**src/rtl/pipeline_alu.sv**
```systemverilog
// pipeline_alu -- four-stage pipelined ALU with an internal register bank
// and a write-only data memory. One operation is issued every cycle that
// rst is low:
//   S1: read operands reg[rs1]/reg[rs2], latch rd/func/addr
//   S2: compute ALU result into Z_out
//   S3: write result back to reg[rd]
//   S4: store result to mem[addr]
//
// Ports:
//   clk1  - single clock, all state updates on rising edge
//   rst   - synchronous, active-high reset (discards in-flight operations)
//   rs1   - source register A index
//   rs2   - source register B index
//   rd    - destination register index
//   func  - operation code (0..15)
//   addr  - memory store address
//   Z_out - registered ALU result of stage 2
//
// Optional build macro:
//   ALU_FWD_EN - when defined, S1 operands are bypassed from the S2 result
//                and from the pending S3 write, so back-to-back dependent
//                operations see architecturally correct values.
module pipeline_alu #(
    parameter int DATA_W = 16,
    parameter int REG_AW = 4,
    parameter int MEM_AW = 8
) (
    input  logic              clk1,
    input  logic              rst,
    input  logic [REG_AW-1:0] rs1,
    input  logic [REG_AW-1:0] rs2,
    input  logic [REG_AW-1:0] rd,
    input  logic [3:0]        func,
    input  logic [MEM_AW-1:0] addr,
    output logic [DATA_W-1:0] Z_out
);

    localparam int unsigned NREG = 1 << REG_AW;
    localparam int unsigned NMEM = 1 << MEM_AW;

    // S1 registers
    logic [DATA_W-1:0] a_q, a_d, b_q, b_d;
    logic [REG_AW-1:0] rd1_q, rd1_d;
    logic [3:0]        func1_q, func1_d;
    logic [MEM_AW-1:0] addr1_q, addr1_d;
    logic              v1_q, v1_d;

    // S2 registers
    logic [DATA_W-1:0] z_q, z_d;
    logic [REG_AW-1:0] rd2_q, rd2_d;
    logic [MEM_AW-1:0] addr2_q, addr2_d;
    logic              v2_q, v2_d;

    // S3 registers
    logic [DATA_W-1:0] z3_q, z3_d;
    logic [MEM_AW-1:0] addr3_q, addr3_d;
    logic              v3_q, v3_d;

    // Register bank and data memory (memory is never reset)
    logic [DATA_W-1:0] regs_q [NREG];
    logic [DATA_W-1:0] regs_d [NREG];
    logic [DATA_W-1:0] mem    [NMEM];

    logic [DATA_W-1:0] alu_s2;

    function automatic logic [DATA_W-1:0] alu(
        input logic [3:0]        f,
        input logic [DATA_W-1:0] a,
        input logic [DATA_W-1:0] b
    );
        logic [DATA_W-1:0] r;
        case (f)
            4'd0:    r = a + b;
            4'd1:    r = a - b;
            4'd2:    r = a * b;
            4'd3:    r = a;
            4'd4:    r = b;
            4'd5:    r = a & b;
            4'd6:    r = a | b;
            4'd7:    r = a ^ b;
            4'd8:    r = '0 - a;
            4'd9:    r = '0 - b;
            4'd10:   r = a >> 1;
            4'd11:   r = a << 1;
            default: r = '0;
        endcase
        return r;
    endfunction

    assign alu_s2 = alu(func1_q, a_q, b_q);
    assign Z_out  = z_q;

    // S1 operand selection. Without bypass, a read of a register being
    // written back on the same edge returns the old value.
    always_comb begin
`ifdef ALU_FWD_EN
        if (v1_q && (rs1 == rd1_q))      a_d = alu_s2;
        else if (v2_q && (rs1 == rd2_q)) a_d = z_q;
        else                             a_d = regs_q[rs1];
        if (v1_q && (rs2 == rd1_q))      b_d = alu_s2;
        else if (v2_q && (rs2 == rd2_q)) b_d = z_q;
        else                             b_d = regs_q[rs2];
`else
        a_d = regs_q[rs1];
        b_d = regs_q[rs2];
`endif
    end

    always_comb begin
        rd1_d   = rd;
        func1_d = func;
        addr1_d = addr;
        v1_d    = 1'b1;

        z_d     = alu_s2;
        rd2_d   = rd1_q;
        addr2_d = addr1_q;
        v2_d    = v1_q;

        z3_d    = z_q;
        addr3_d = addr2_q;
        v3_d    = v2_q;

        regs_d = regs_q;
        if (v2_q) regs_d[rd2_q] = z_q;
    end

    always_ff @(posedge clk1) begin
        if (rst) begin
            a_q     <= '0;
            b_q     <= '0;
            rd1_q   <= '0;
            func1_q <= '0;
            addr1_q <= '0;
            v1_q    <= 1'b0;
            z_q     <= '0;
            rd2_q   <= '0;
            addr2_q <= '0;
            v2_q    <= 1'b0;
            z3_q    <= '0;
            addr3_q <= '0;
            v3_q    <= 1'b0;
            for (int unsigned i = 0; i < NREG; i++) begin
                regs_q[i] <= DATA_W'(i);
            end
        end else begin
            a_q     <= a_d;
            b_q     <= b_d;
            rd1_q   <= rd1_d;
            func1_q <= func1_d;
            addr1_q <= addr1_d;
            v1_q    <= v1_d;
            z_q     <= z_d;
            rd2_q   <= rd2_d;
            addr2_q <= addr2_d;
            v2_q    <= v2_d;
            z3_q    <= z3_d;
            addr3_q <= addr3_d;
            v3_q    <= v3_d;
            regs_q  <= regs_d;
        end
    end

    // S4 store; suppressed on the reset edge so memory keeps prior contents.
    always_ff @(posedge clk1) begin
        if (!rst && v3_q) mem[addr3_q] <= z3_q;
    end

endmodule

```
**config.mk**
```make
export PLATFORM = sky130hd
export DESIGN_NAME = pipeline_alu
export DESIGN_NICKNAME = d
export VERILOG_FILES = /design/src/rtl/pipeline_alu.sv
export SDC_FILE = /design/constraint.sdc
export NUM_CORES = 1
export LEC_CHECK = 0
export ABC_AREA = 1
export CAP_MARGIN = 10
export CORE_ASPECT_RATIO = 1.1
export CORE_UTILIZATION = 59
export CTS_BUF_LIST = sky130_fd_sc_hd__clkbuf_4
export DETAILED_ROUTE_END_ITERATION = 10
export PLACE_DENSITY = 0.77
export REMOVE_ABC_BUFFERS = 1
export SLEW_MARGIN = 10
export SYNTH_ARGS = -nofsm -noshare
export SYNTH_HDL_FRONTEND = slang
export SYNTH_SLANG_ARGS = --single-unit
```
**constraint.sdc**
```tcl
create_clock -name clk1 -period 5.1 [get_ports clk1]
set_clock_uncertainty 0.1 [all_clocks]
set_input_delay 1.02 -clock clk1 [delete_from_list [all_inputs] [get_ports clk1]]
set_output_delay 1.02 -clock clk1 [all_outputs]
set_load 0.01 [all_outputs]
```
# Word level (Yosys, flattened, before mapping)
# Index checks and enable logic that the tools add are counted.
# op_classes
n_addsub,4
multipliers,1
bitwise,6
mux,11
n_reduce_logical,2
order_cmp,4
n_eq_ne,11
# op_table
cell,n
bitwise mux 256 bit,1
case mux 16 bit (12 select lines),1
binary-select mux 16 bit (select 4 bit),2
two-way mux 16 bit,5
demux 16 bit (select 4 bit),1
"subtractor 1 x 16 -> 16 bit, first input constant",2
adder 16 bit,1
bitwise AND 16 bit,1
"== test 4 x 3 -> 1 bit, second input constant",4
"== test 4 bit, second input constant",4
multiplier 16 x 16 -> 16 bit,1
bitwise OR 16 bit,1
subtractor 16 bit,1
XOR 16 bit,1
">= comparator 5 bit, second input constant",3
NOT 4 -> 5 bit,3
"== test 4 x 2 -> 1 bit, second input constant",2
"less-than comparator 5 x 1 -> 1 bit, second input constant",1
"== test 4 x 1 -> 1 bit, second input constant",1
zero test 4 bit,1
logical AND 1 bit,1
two-way mux 1 bit,1
# totals
out_inout_bits,16
reg_bits,318
in_bits,26
word_cells,63

# Longest topological paths before layout
# Gate-level depths: netlist of run 1.
# depth
ltp_word,6
ltp_mapped,29
depth_no_buf,27

# Least setup slack after synthesis of run 1
# No wires, ideal clock.
# synth_path
path_kind,flip-flop to flip-flop
from,register b_q[1]
to,"register z_q[15], in the netlist Z_out[15]"
stages_incl_launch_ff,23
synth_period_minus_slack_ns,5.379
t_required_ns,4.880
arrival_ns,5.159
setup_ns,0.120
slack_ns,-0.279
n_path_buf,2
path_cell_list,dfxtp_1 > clkbuf_1 > clkbuf_1 > nand2_1 > fa_1 > fa_1 > fa_1 > fa_1 > fa_1 > fa_1 > inv_1 > ha_1 > inv_1 > nor3_1 > nand3_1 > nand3_1 > nand2_1 > nand2_1 > nand2_1 > nand2_1 > nand3_1 > nand3_1 > a21oi_1
# synth_via
elab_chain_len,2
elab_cells_between_ends,5
classes_between,add/sub: 3; mul: 1; mux: 1
# synth_rtl
element,line_no,source
from (decl),42,"logic [DATA_W-1:0] a_q, a_d, b_q, b_d;"
from (signal assigned),131,b_q <= '0;
from (signal assigned),148,b_q <= b_d;
"multiplier 16 x 16 -> 16 bit, or another cell as far along",75,4'd2: r = a * b;
case mux 16 bit (12 select lines) *,72,case (f)
to (signal assigned),153,z_q <= z_d;
to (decl),49,"logic [DATA_W-1:0] z_q, z_d;"
# Mark *: on every way between the ends. The rest lies on a longest branch, timed or not.
# A chain may end at the register's enable or synchronous reset.

# Final worst setup path of run 1
# layout_path
from,register a_q[5]
to,"register z_q[9], in the netlist Z_out[9]"
# layout_via
elab_chain_len,2
elab_cells_between_ends,5
classes_between,add/sub: 3; mul: 1; mux: 1
# layout_rtl
element,line_no,source
from (decl),42,
from (signal assigned),130,a_q <= '0;
from (signal assigned),147,a_q <= a_d;
"multiplier 16 x 16 -> 16 bit, or another cell as far along",75,
case mux 16 bit (12 select lines) *,72,
# Marked as above.

==> run metrics, run 1 <==
status=finished, violations left; failing checks=setup timing; Commonest cells post-synth=o21ai_0, inv_1, nand2_1, a21oi_1, nor2_1; clk sinks=318; Post-Syn Instances=~3300; gpl congestion=~1.0; total track usage=0.392; Sw Share=0.356; largest cells by area after synthesis=dfxtp_1, o21ai_0, a21oi_1, inv_1, fa_1; Clk pwr share=0.300; Netlist Area Pre-Place=roughly 22000 µm²; CTS tree=built; crit start category=register; dpl cells=~3700; fin nets=3523; Bufs on Longest Clock Path=3; top cell type by total area after synthesis=dfxtp_1; Yosys cell types=50; initial antenna violation count=4; Hold Crit Start=rd1_q[1]$_SDFF_PP0_; gr ovfl total=0; die width=187 µm; core area=37000 µm²; Worst-Margin Slew=1.23 ns; final instance area=approximately 25000 µm²; vias in the first global route=21838; total routed wirelength=~78 mm; I/O pin cnt=42; sw power=~0.0023 W; Setup crit start=a_q[5]$_SDFF_PP0_; setup_tns=-0.257 ns; post-route antenna net violation count=0; largest net degree at the start of global routing=~140; Worst slew margin=0.176; max-cap violation count=0; Avg Vias per Cell=slightly above 6; IO buf count=33; Reg clk slew, reported paths=around 0.080 ns; crit share post-route=1.03; via count=roughly 23000; Synth Area per Inst=6.74 µm²; post-route setup slack=-0.130 ns; Final Instance Count excl. Fillers=roughly 3900; top-area cell type share of the netlist area=0.288; fillers=3263; Power Total=roughly 0.0065 W; H-Tree Depth=3; synth warn=0; min Tclk post-route=about 5.2 ns; global-route wire length before repair=between 100 and 150 mm; Die ar.=~38000 µm²; Hold Fails Final Rpt=0; Pwr Density=about 260 nW/µm²; unrepaired setup endpoints after global routing=true; DRT Pass-1 Iters=6; Crit Path Max Fanout=6; FFs w/ async S/R, synth=0; Layout Area Growth over Synthesis=11.9%; HPWL after DPL=52.9 mm; Worst-Skew Late Latency=~0.75 ns; Worst Path Required=between 5 and 6 ns; kind of critical path=reg -> reg; peak supply drop=roughly 0.28 mV; DIE HEIGHT=approximately 210 µm; Setup violations, final=3; critical path endpoint category=register; Seq/Total Area, Yosys=0.288; routed length per instance=between 20 and 25 µm; most common cell in the netlist=o21ai_0; Sequential Power Share=0.411; Initial Util=0.597; Min Hold Slack=between 0.2 and 0.3 ns; Min-Delay Path Class=reg -> reg; CTS Buf Count=just under 80; EDFF count, synth=0; Slew Viols, Final=0; DRC=0; Arrival @ worst endpoint=between 5 and 6 ns; Yosys reg bits=roughly 320; DP Area=around 23000 µm²; Fmax achieved=between 150 and 200 MHz; Post-synth top flop=dfxtp_1; row count=74; fraction of layout cells with a size suffix above 1=0.124; P_int=0.00417 W; combinational power share=0.288; Static Leakage=around 11 nW; worst r2r src=a_q[5]$_SDFF_PP0_; clock root buffer=clkbuf_4; Detailed Route Iter0 Violations=between 2000 and 2500
layer usage:
metal | global-route usage | routed length (µm) | share of wire | up-vias
met2 | 0.674 | 36600 | 0.47 | 1249
met5 | 0 | 27 | 0.00035 | -
met3 | 0.0594 | 6460 | 0.083 | 309
met1 | 0.460 | 29700 | 0.38 | 10788
met4 | 0.244 | 4850 | 0.062 | 4
li1 | - | - | - | 10934
state kept, by name, summed over array words and instances, names as in the netlist:
signal	count
Z_out	16
a_q	16
b_q	16
func1_q	4
rd1_q	4
rd2_q	4
regs_q	256
v1_q	1
v2_q	1
final cells by class:
cell class                 count  area (µm²)  share of cell area
tap                          494         618              0.0250
inverter                     458        1730              0.0700
sequential                   318        6420               0.259
clock inverter                19         101             0.00410
multi-input combinational   2280       13600               0.549
clock buffer                  98         736              0.0297
timing repair buffer         183        1540              0.0624
antenna                        1        2.50            0.000101
timing repair:
action	4_1_cts	5_1_grt
hold endpoints to repair	0	0
setup endpoints to repair	8	9
resized for setup	42	119
hold buffers	0	0
buffers inserted	1	13
pin swaps	17	60
cloned	0	0
power groups by stage:
stage | Sequential (W) | Combinational (W) | Clock, W
2_1_floorplan | 0.00273 | 0.000861 | 0
3_3_place_gp | 0.00271 | 0.00160 | 0
3_5_place_dp | 0.00271 | 0.00162 | 0
4_1_cts | 0.00266 | 0.00166 | 0.00196
5_1_grt | 0.00267 | 0.00202 | 0.00208
6_report | 0.00266 | 0.00187 | 0.00194
worst paths after layout:
| kind | to | slack [ns] | cells after the start |
|---|---|---|---|
| worst max-delay path | Z_out[9]$_SDFF_PP0_ | -0.13 | 20 |
| worst min-delay path | rd2_q[1]$_SDFF_PP0_ | 0.30 | 2 |
| worst max register to register | Z_out[9]$_SDFF_PP0_ | -0.13 | 20 |
| worst min register to register | rd2_q[1]$_SDFF_PP0_ | 0.30 | 2 |
cell families after synthesis:
group | Yosys count | synth area share
AO/OA/AOI/OAI | 1061 | 0.263
flip-flops | 318 | 0.288
adder cells (fa/ha/maj) | 179 | 0.129
AND/OR/NAND/NOR | 1019 | 0.195
buffers and inverters | 683 | 0.117
XOR/XNOR | 21 | 0.00832
through the flow:
stage	utilization	setup slack (ns)
finish	0.668	-0.130
detailed placement	0.628	-0.352
global route	0.668	-0.258
CTS	0.654	-0.00595
global placement	0.628	-0.307
floorplan	-	-0.0449
worst max-delay path, stage by stage, from the launching register on:
cell	delay (ns)
dfxtp_4	0.44
buf_6	0.15
nand2_4	0.05
inv_2	0.05
fa_1	0.45
fa_1	0.57
ha_2	0.19
inv_2	0.04
fa_1	0.54
fa_1	0.46
fa_1	0.57
inv_2	0.07
ha_4	0.27
a21oi_4	0.19
o21ai_2	0.09
buf_4	0.14
a21oi_2	0.16
xor2_2	0.22
o21ai_0	0.10
inv_1	0.09
a31oi_2	0.09
cells in the final DEF (no fill, tap or decap), types with 4 or more instances in the layout:
master | netlist | routed
buf_6 | 1 | 20
nand3_2 | 1 | 8
nand2_4 | 4 | 11
nor2_1 | 326 | 323
o21ai_2 | 6 | 13
or2_2 | 5 | 5
o211ai_1 | 109 | 109
a221oi_1 | 6 | 6
dfxtp_1 | 318 | 300
nor2_2 | 9 | 11
o2111ai_1 | 7 | 6
a211oi_1 | 8 | 8
a21oi_2 | 0 | 4
buf_4 | 0 | 131
nand2_1 | 421 | 406
ha_1 | 98 | 85
o221ai_1 | 8 | 8
inv_2 | 11 | 29
o22ai_1 | 10 | 10
nor3_1 | 15 | 11
clkbuf_4 | 0 | 98
clkinv_1 | 10 | 22
dfxtp_2 | 0 | 7
clkdlybuf4s50_1 | 0 | 26
inv_1 | 437 | 418
nand4_1 | 13 | 13
o21ai_0 | 496 | 489
nand3_1 | 204 | 196
nand2_2 | 6 | 14
a21o_1 | 4 | 4
o31ai_1 | 6 | 6
fa_1 | 81 | 76
fa_2 | 0 | 5
xor2_1 | 19 | 17
nand3b_1 | 5 | 5
ha_4 | 0 | 11
o21ai_1 | 11 | 11
a21oi_1 | 375 | 370
dfxtp_4 | 0 | 11
Power figures use the tool's default switching activity.
==> inputs of run 2 (changes only) <==
ABC_AREA = default   (was 1)
CTS_CLUSTER_SIZE = 12   (was default)
==> run 2 against run 1 <==
Non-clock buffer count is 27 higher. The run still ends with setup timing left. Hold slack gained 0.033 ns. Setup slack worse by 0.18 ns. First-iteration DRC count increased by 6.0%.
==> run metrics, run 2 <==
kind of critical path=reg -> reg; top cell type by total area after synthesis=dfxtp_1; via count=18941 (-19%); vias in the first global route=19288 (-12%); most common cell type on the critical path=fa_1; top-area cell type share of the netlist area=0.306 (+0.0179); Setup violations, final=8 (+5); Crit Path Max Fanout=6 (unchanged); M1 wire length=23.9 mm (-20%); largest net degree at the start of global routing=197 (+44%); sw power=0.00152 W (-34%); P_int=0.00377 W (-9.5%); Hold Fails Final Rpt=0 (unchanged); post-route setup slack=-0.306 ns (-0.176 ns); Worst slew margin=0.0455 (-0.131); Clk pwr share=0.383 (+0.083); total track usage=0.394 (+0.00227); max-cap violation count=0 (unchanged); final instance area=23700 µm² (-4.0%); core area=34500 µm² (-6.9%); DIE HEIGHT=199 µm (-2.9%); HPWL after DPL=47.3 mm (-11%); Die ar.=36000 µm² (-5.8%); status=finished, violations left; DRC=0 (unchanged); Post-CTS Hold Buffers=0 (unchanged); Hold Crit Start=rd1_q[1]$_SDFF_PP0_; unrepaired setup endpoints after global routing=true; slowest stage delay, CP=0.59 ns (+0.02 ns); DRT Pass-1 Iters=6 (unchanged); critical path, cell by cell=inv_2, buf_4, nor2_1, fa_1, inv_1, fa_1, inv_1, fa_1, fa_1, inv_1, fa_1, fa_1, inv_2, ha_4, o41ai_4, xnor2_2, nand2_2, a31oi_2; Yosys reg bits=318 (unchanged); Bufs on Longest Clock Path=3 (unchanged); most flop-heavy register=regs_q; post-route antenna net violation count=0 (unchanged); IO buf count=33 (unchanged); synth warn=0 (unchanged); clock root buffer=clkbuf_4; Synth Area per Inst=8.88 µm² (+32%); fin nets=2657 (-25%); Initial Util=0.604 (+0.00689); most frequent cells in the layout=nand2_1, dfxtp_1, a21oi_1; global-route wire length before repair=107 mm (-9.2%); crit share post-route=1.06 (+0.0345); Commonest cells post-synth=nand2_1, dfxtp_1, a21oi_1, mux4_2, clkbuf_1; Worst-Skew Late Latency=0.74 ns (about the same); Netlist Area Pre-Place=20800 µm² (-5.9%); Detailed Route Iter0 Violations=2430 (+6.0%); Layout Area Growth over Synthesis=14.0%; critical path endpoint category=register; slowest cell on the critical path=fa_1; worst r2r src=a_q[6]$_SDFF_PP0_; Post-Syn Instances=2345 (-29%); Worst Path Required=5.63 ns (+0.07 ns); Avg Vias per Cell=6.43 (+6.4%); Worst-Margin Slew=1.43 ns (+0.196 ns); Min Hold Slack=0.331 ns (+0.0331 ns); peak supply drop=0.242 mV (-13%); most common cell in the netlist=nand2_1; total routed wirelength=69.6 mm (-10%); initial antenna violation count=3 (-1); H-Tree Depth=3 (unchanged); Final Instance Count excl. Fillers=2945 (-24%); Min-Delay Path Class=reg -> reg; Sequential Power Share=0.492 (+0.081); die width=181 µm (-2.9%); gr ovfl total=0 (unchanged); clk sinks=318 (unchanged); highest routed layer=met5; max reg flops=256 (unchanged); Yosys cell types=58 (+16%); combinational power share=0.125 (-0.163); Met3 Wirelength=6.89 mm (+6.7%); routed length per instance=23.6 µm (+17%); CTS tree=built; crit start category=register; largest cells by area after synthesis=dfxtp_1, mux4_2, nand2_1, fa_1, a21oi_1; Sw Share=0.287 (-0.0685); gpl congestion=0.995 (-1.8%); Reg clk slew, reported paths=0.07 ns (about the same); fraction of layout cells with a size suffix above 1=0.217 (+0.0932); I/O pin cnt=42 (unchanged); EDFF count, synth=0 (unchanged); min Tclk post-route=5.41 ns (+0.176 ns); failing checks=setup timing; FFs w/ async S/R, synth=0 (unchanged); dpl cells=2800 (-25%); leading cell type in the layout, fill and taps excluded=nand2_1; Setup crit start=a_q[6]$_SDFF_PP0_; row count=71 (-4.1%); Static Leakage=8.88 nW (-20%); Arrival @ worst endpoint=5.94 ns (+0.25 ns); DP Area=22400 µm² (-3.7%); Slew Viols, Final=0 (unchanged); Seq/Total Area, Yosys=0.306 (+0.0179); Post-synth top flop=dfxtp_1; CTS Buf Count=79 (+2.6%); WL met2=33.8 mm (-7.7%); Pwr Density=223 nW/µm² (-15%); Fmax achieved=185 MHz (-3.3%)
==> run 2: final cells by class <==
type | count | area (µm²)
multi-input combinational | 1710 | 13600
antenna | 1 | 2.50
fill | 2685 | 10700
tap | 438 | 548
inverter | 133 | 510
clock buffer | 109 | 818
timing repair buffer | 210 | 1750
sequential | 318 | 6410
clock inverter | 26 | 101
==> run 2: repair_timing <==
action | in CTS | in global routing
pin swaps | 19 | 30
gates resized for setup | 71 | 32
endpoints found under the setup margin | 8 | 9
buffers inserted | 7 | 6
==> run 2: path summary, 6_finish.rpt <==
kind / slack, ns / endpoint / cells past startpoint
setup reg to reg: -0.31 / Z_out[15]$_SDFF_PP0_ / 18
hold / removal: 0.33 / rd2_q[1]$_SDFF_PP0_ / 1
setup / recovery: -0.31 / Z_out[15]$_SDFF_PP0_ / 18
hold reg to reg: 0.33 / rd2_q[1]$_SDFF_PP0_ / 1
==> run 2: power by group through the flow <==
| stage | Clock [W] | Combinational (W) | Sequential [W] |
|---|---|---|---|
| 2_1_floorplan | 0 | 0.000313 | 0.00264 |
| 3_3_place_gp | 0 | 0.000630 | 0.00266 |
| 3_5_place_dp | 0 | 0.000634 | 0.00266 |
| 4_1_cts | 0.00204 | 0.000642 | 0.00260 |
| 5_1_grt | 0.00216 | 0.000697 | 0.00261 |
| 6_report | 0.00203 | 0.000660 | 0.00261 |
==> run 2: layer usage <==
metal	up-vias	track usage
met5	-	0
met3	330	0.0687
met2	1220	0.669
li1	8259	-
met4	4	0.285
met1	9128	0.453
==> run 2: cells by family (layout without fill, tap and decap cells) <==
family | Yosys count | count (layout) | share of synthesized area
muxes | 172 | 172 | 0.179
and+or+nand+nor | 899 | 899 | 0.179
AOI/OAI and AO/OA | 381 | 381 | 0.109
other | 0 | 1 | 0
DFF | 318 | 318 | 0.306
buffers and inverters | 317 | 478 | 0.0574
adders and majority gates | 179 | 179 | 0.137
xor gates and xnor gates | 79 | 79 | 0.0336
==> run 2: critical path: cells and delay by family (launching register included) <==
family,cells,cell delay [ns]
adders and majority gates,7,3.21
AOI/OAI and AO/OA,2,0.72
and+or+nand+nor,2,0.17
DFF,1,0.38
xor gates and xnor gates,1,0.18
buffers and inverters,6,0.56
==> run 2: per-stage QoR <==
stage               TNS (ns)  power [W]  utilization  worst slack (ns)
floorplan             -0.272    0.00295            -            -0.171
global placement       -1.67    0.00329        0.649            -0.374
detailed placement     -2.36    0.00329        0.649            -0.491
CTS                    -1.04    0.00528        0.684            -0.239
global route           -2.30    0.00547        0.689            -0.448
finish                 -1.15    0.00530        0.689            -0.306
==> inputs of run 3 (changes only) <==
CORE_ASPECT_RATIO = 0.8   (was 1.1)
==> run 3 against run 2 <==
The flow still finishes with violations (setup timing). Critical path type unchanged. Sequential cell count unchanged. Clock power grew 11%. Utilization fell by 0.79 points. Sequential power about the same.
==> run metrics, run 3 (synthesized netlist as in run 2, its figures left out) <==
critical path endpoint category=register; Fmax achieved=190 MHz (+2.5%); Worst-Margin Slew=1.26 ns (-0.170 ns); CTS Buf Count=77 (-2.5%); Worst-Skew Late Latency=0.77 ns (+0.03 ns); H-Tree Depth=3 (unchanged); most flop-heavy register=regs_q; Slew Viols, Final=0 (unchanged); leading cell type in the layout, fill and taps excluded=nand2_1; Reg clk slew, reported paths=0.08 ns (about the same); fin nets=2638 (-0.72%); HPWL after DPL=46.8 mm (-1.0%); fraction of layout cells with a size suffix above 1=0.211 (-0.00695); Min-Delay Path Class=reg -> reg; Reg2Reg Setup Slack=-0.17 ns (+0.13 ns); Die ar.=36000 µm² (about the same); row count=61 (-14%); die width=212 µm (+17%); Post-CTS Hold Buffers=0 (unchanged); crit share post-route=1.03 (-0.0262); unrepaired setup endpoints after global routing=true; largest net degree at the start of global routing=170 (-14%); via count=18786 (-0.82%); crit start category=register; max-cap violation count=0 (unchanged); routed length per instance=23.1 µm (-2.4%); total track usage=0.389 (-0.00480); gr ovfl total=0 (unchanged); Worst Path Required=5.71 ns (+0.08 ns); clk sinks=318 (unchanged); setup_tns=-0.488 ns (+0.664 ns); post-route setup slack=-0.173 ns (+0.133 ns); IO buf count=33 (unchanged); Setup violations, final=5 (-3); Crit Path Max Fanout=5 (-1); failing checks=setup timing; clock root buffer=clkbuf_4; Power Total=0.00552 W (+4.2%); Pwr Density=233 nW/µm² (+4.6%); Static Leakage=8.74 nW (-1.5%); DRC=0 (unchanged); Bufs on Longest Clock Path=3 (unchanged); status=finished, violations left; peak supply drop=0.265 mV (+9.4%); Initial Util=0.599 (-0.00450); core area=34700 µm² (+0.75%); Worst slew margin=0.159 (+0.113); vias in the first global route=18916 (-1.9%); min Tclk post-route=5.27 ns (-0.133 ns); DIE HEIGHT=170 µm (-15%); I/O pin cnt=42 (unchanged); initial antenna violation count=0 (-3); global-route wire length before repair=106 mm (-0.99%); max reg flops=256 (unchanged); ANT cells=0 (-1); Layout Area Growth over Synthesis=13.6%; CTS tree=built; Avg Vias per Cell=6.34 (-1.4%); post-route antenna net violation count=0 (unchanged); gpl congestion=1.02 (+2.1%); kind of critical path=reg -> reg; DRT Pass-1 Iters=9 (+3); Detailed Route Iter0 Violations=2697 (+11%); most frequent cells in the layout=nand2_1, dfxtp_1, a21oi_1; total routed wirelength=68.3 mm (-1.9%); Arrival @ worst endpoint=5.88 ns (-0.06 ns); Hold Fails Final Rpt=0 (unchanged)
run 3: worst max-delay path, stage by stage, from the launching register on:
cell      delay [ns]
dfxtp_2         0.33
clkinv_2        0.09
buf_4           0.16
nor2_4          0.06
fa_2            0.62
inv_2           0.05
fa_1            0.49
inv_1           0.05
fa_1            0.46
fa_1            0.49
inv_1           0.05
fa_1            0.47
fa_2            0.39
xor2_2          0.16
xnor2_1         0.21
xnor2_1         0.11
xnor2_1         0.33
xnor2_1         0.14
xnor2_1         0.19
nand2_1         0.09
a31oi_1         0.17
run 3: report_power, final:
part	switching [W]	internal [W]	leakage, nW	total [W]
sequential	0.0000801	0.00251	2.58	0.00259
combinational	0.000403	0.000274	5.56	0.000677
clock	0.00109	0.00117	0.605	0.00225
total	0.00157	0.00395	8.74	0.00552
run 3: path summary, 6_finish.rpt:
| path | start | end | cells after the start |
|---|---|---|---|
| setup reg to reg | b_q[1]$_SDFF_PP0_ | Z_out[15]$_SDFF_PP0_ | 20 |
| hold / removal | rd1_q[0]$_SDFF_PP0_ | rd2_q[0]$_SDFF_PP0_ | 1 |
| setup / recovery | b_q[1]$_SDFF_PP0_ | Z_out[15]$_SDFF_PP0_ | 20 |
| hold reg to reg | rd1_q[0]$_SDFF_PP0_ | rd2_q[0]$_SDFF_PP0_ | 1 |
run 3: repair_timing:
item                                   in CTS  in global routing
pin swaps                                  31                 19
setup buffers                               5                  3
setup endpoints to repair                   6                  6
resized for setup                          55                 26
endpoints found under the hold margin       0                  0
run 3: final cells by class:
| type | count | area, µm² |
|---|---|---|
| tap | 472 | 591 |
| timing repair buffer | 193 | 1600 |
| sequential | 318 | 6400 |
| multi-input combinational | 1710 | 13500 |
| clock inverter | 22 | 164 |
| inverter | 133 | 510 |
| clock buffer | 113 | 848 |
| fill | 2663 | 11100 |
run 3: stage by stage:
step	setup WS (ns)	hold WS (ns)	utilization	cell area (µm²)	instances
after detailed placement	-0.380	0.324	0.642	22300	2818
after CTS	-0.134	0.340	0.677	23500	2958
after floorplan	-0.171	0.314	-	20100	2161
final	-0.173	0.347	0.681	23600	2961
after global routing	-0.299	0.353	0.681	23600	2961
after global placement	-0.247	0.319	0.642	22300	2818
run 3: per-layer routing:
| layer | global-route usage | routed length (µm) | vias up | part of all wire |
|---|---|---|---|---|
| li1 | - | - | 8237 | - |
| met1 | 0.511 | 26000 | 8969 | 0.38 |
| met2 | 0.584 | 30100 | 1368 | 0.44 |
| met3 | 0.130 | 9460 | 212 | 0.14 |
| met4 | 0.177 | 2790 | 0 | 0.041 |
| met5 | 0 | 0 | - | 0 |
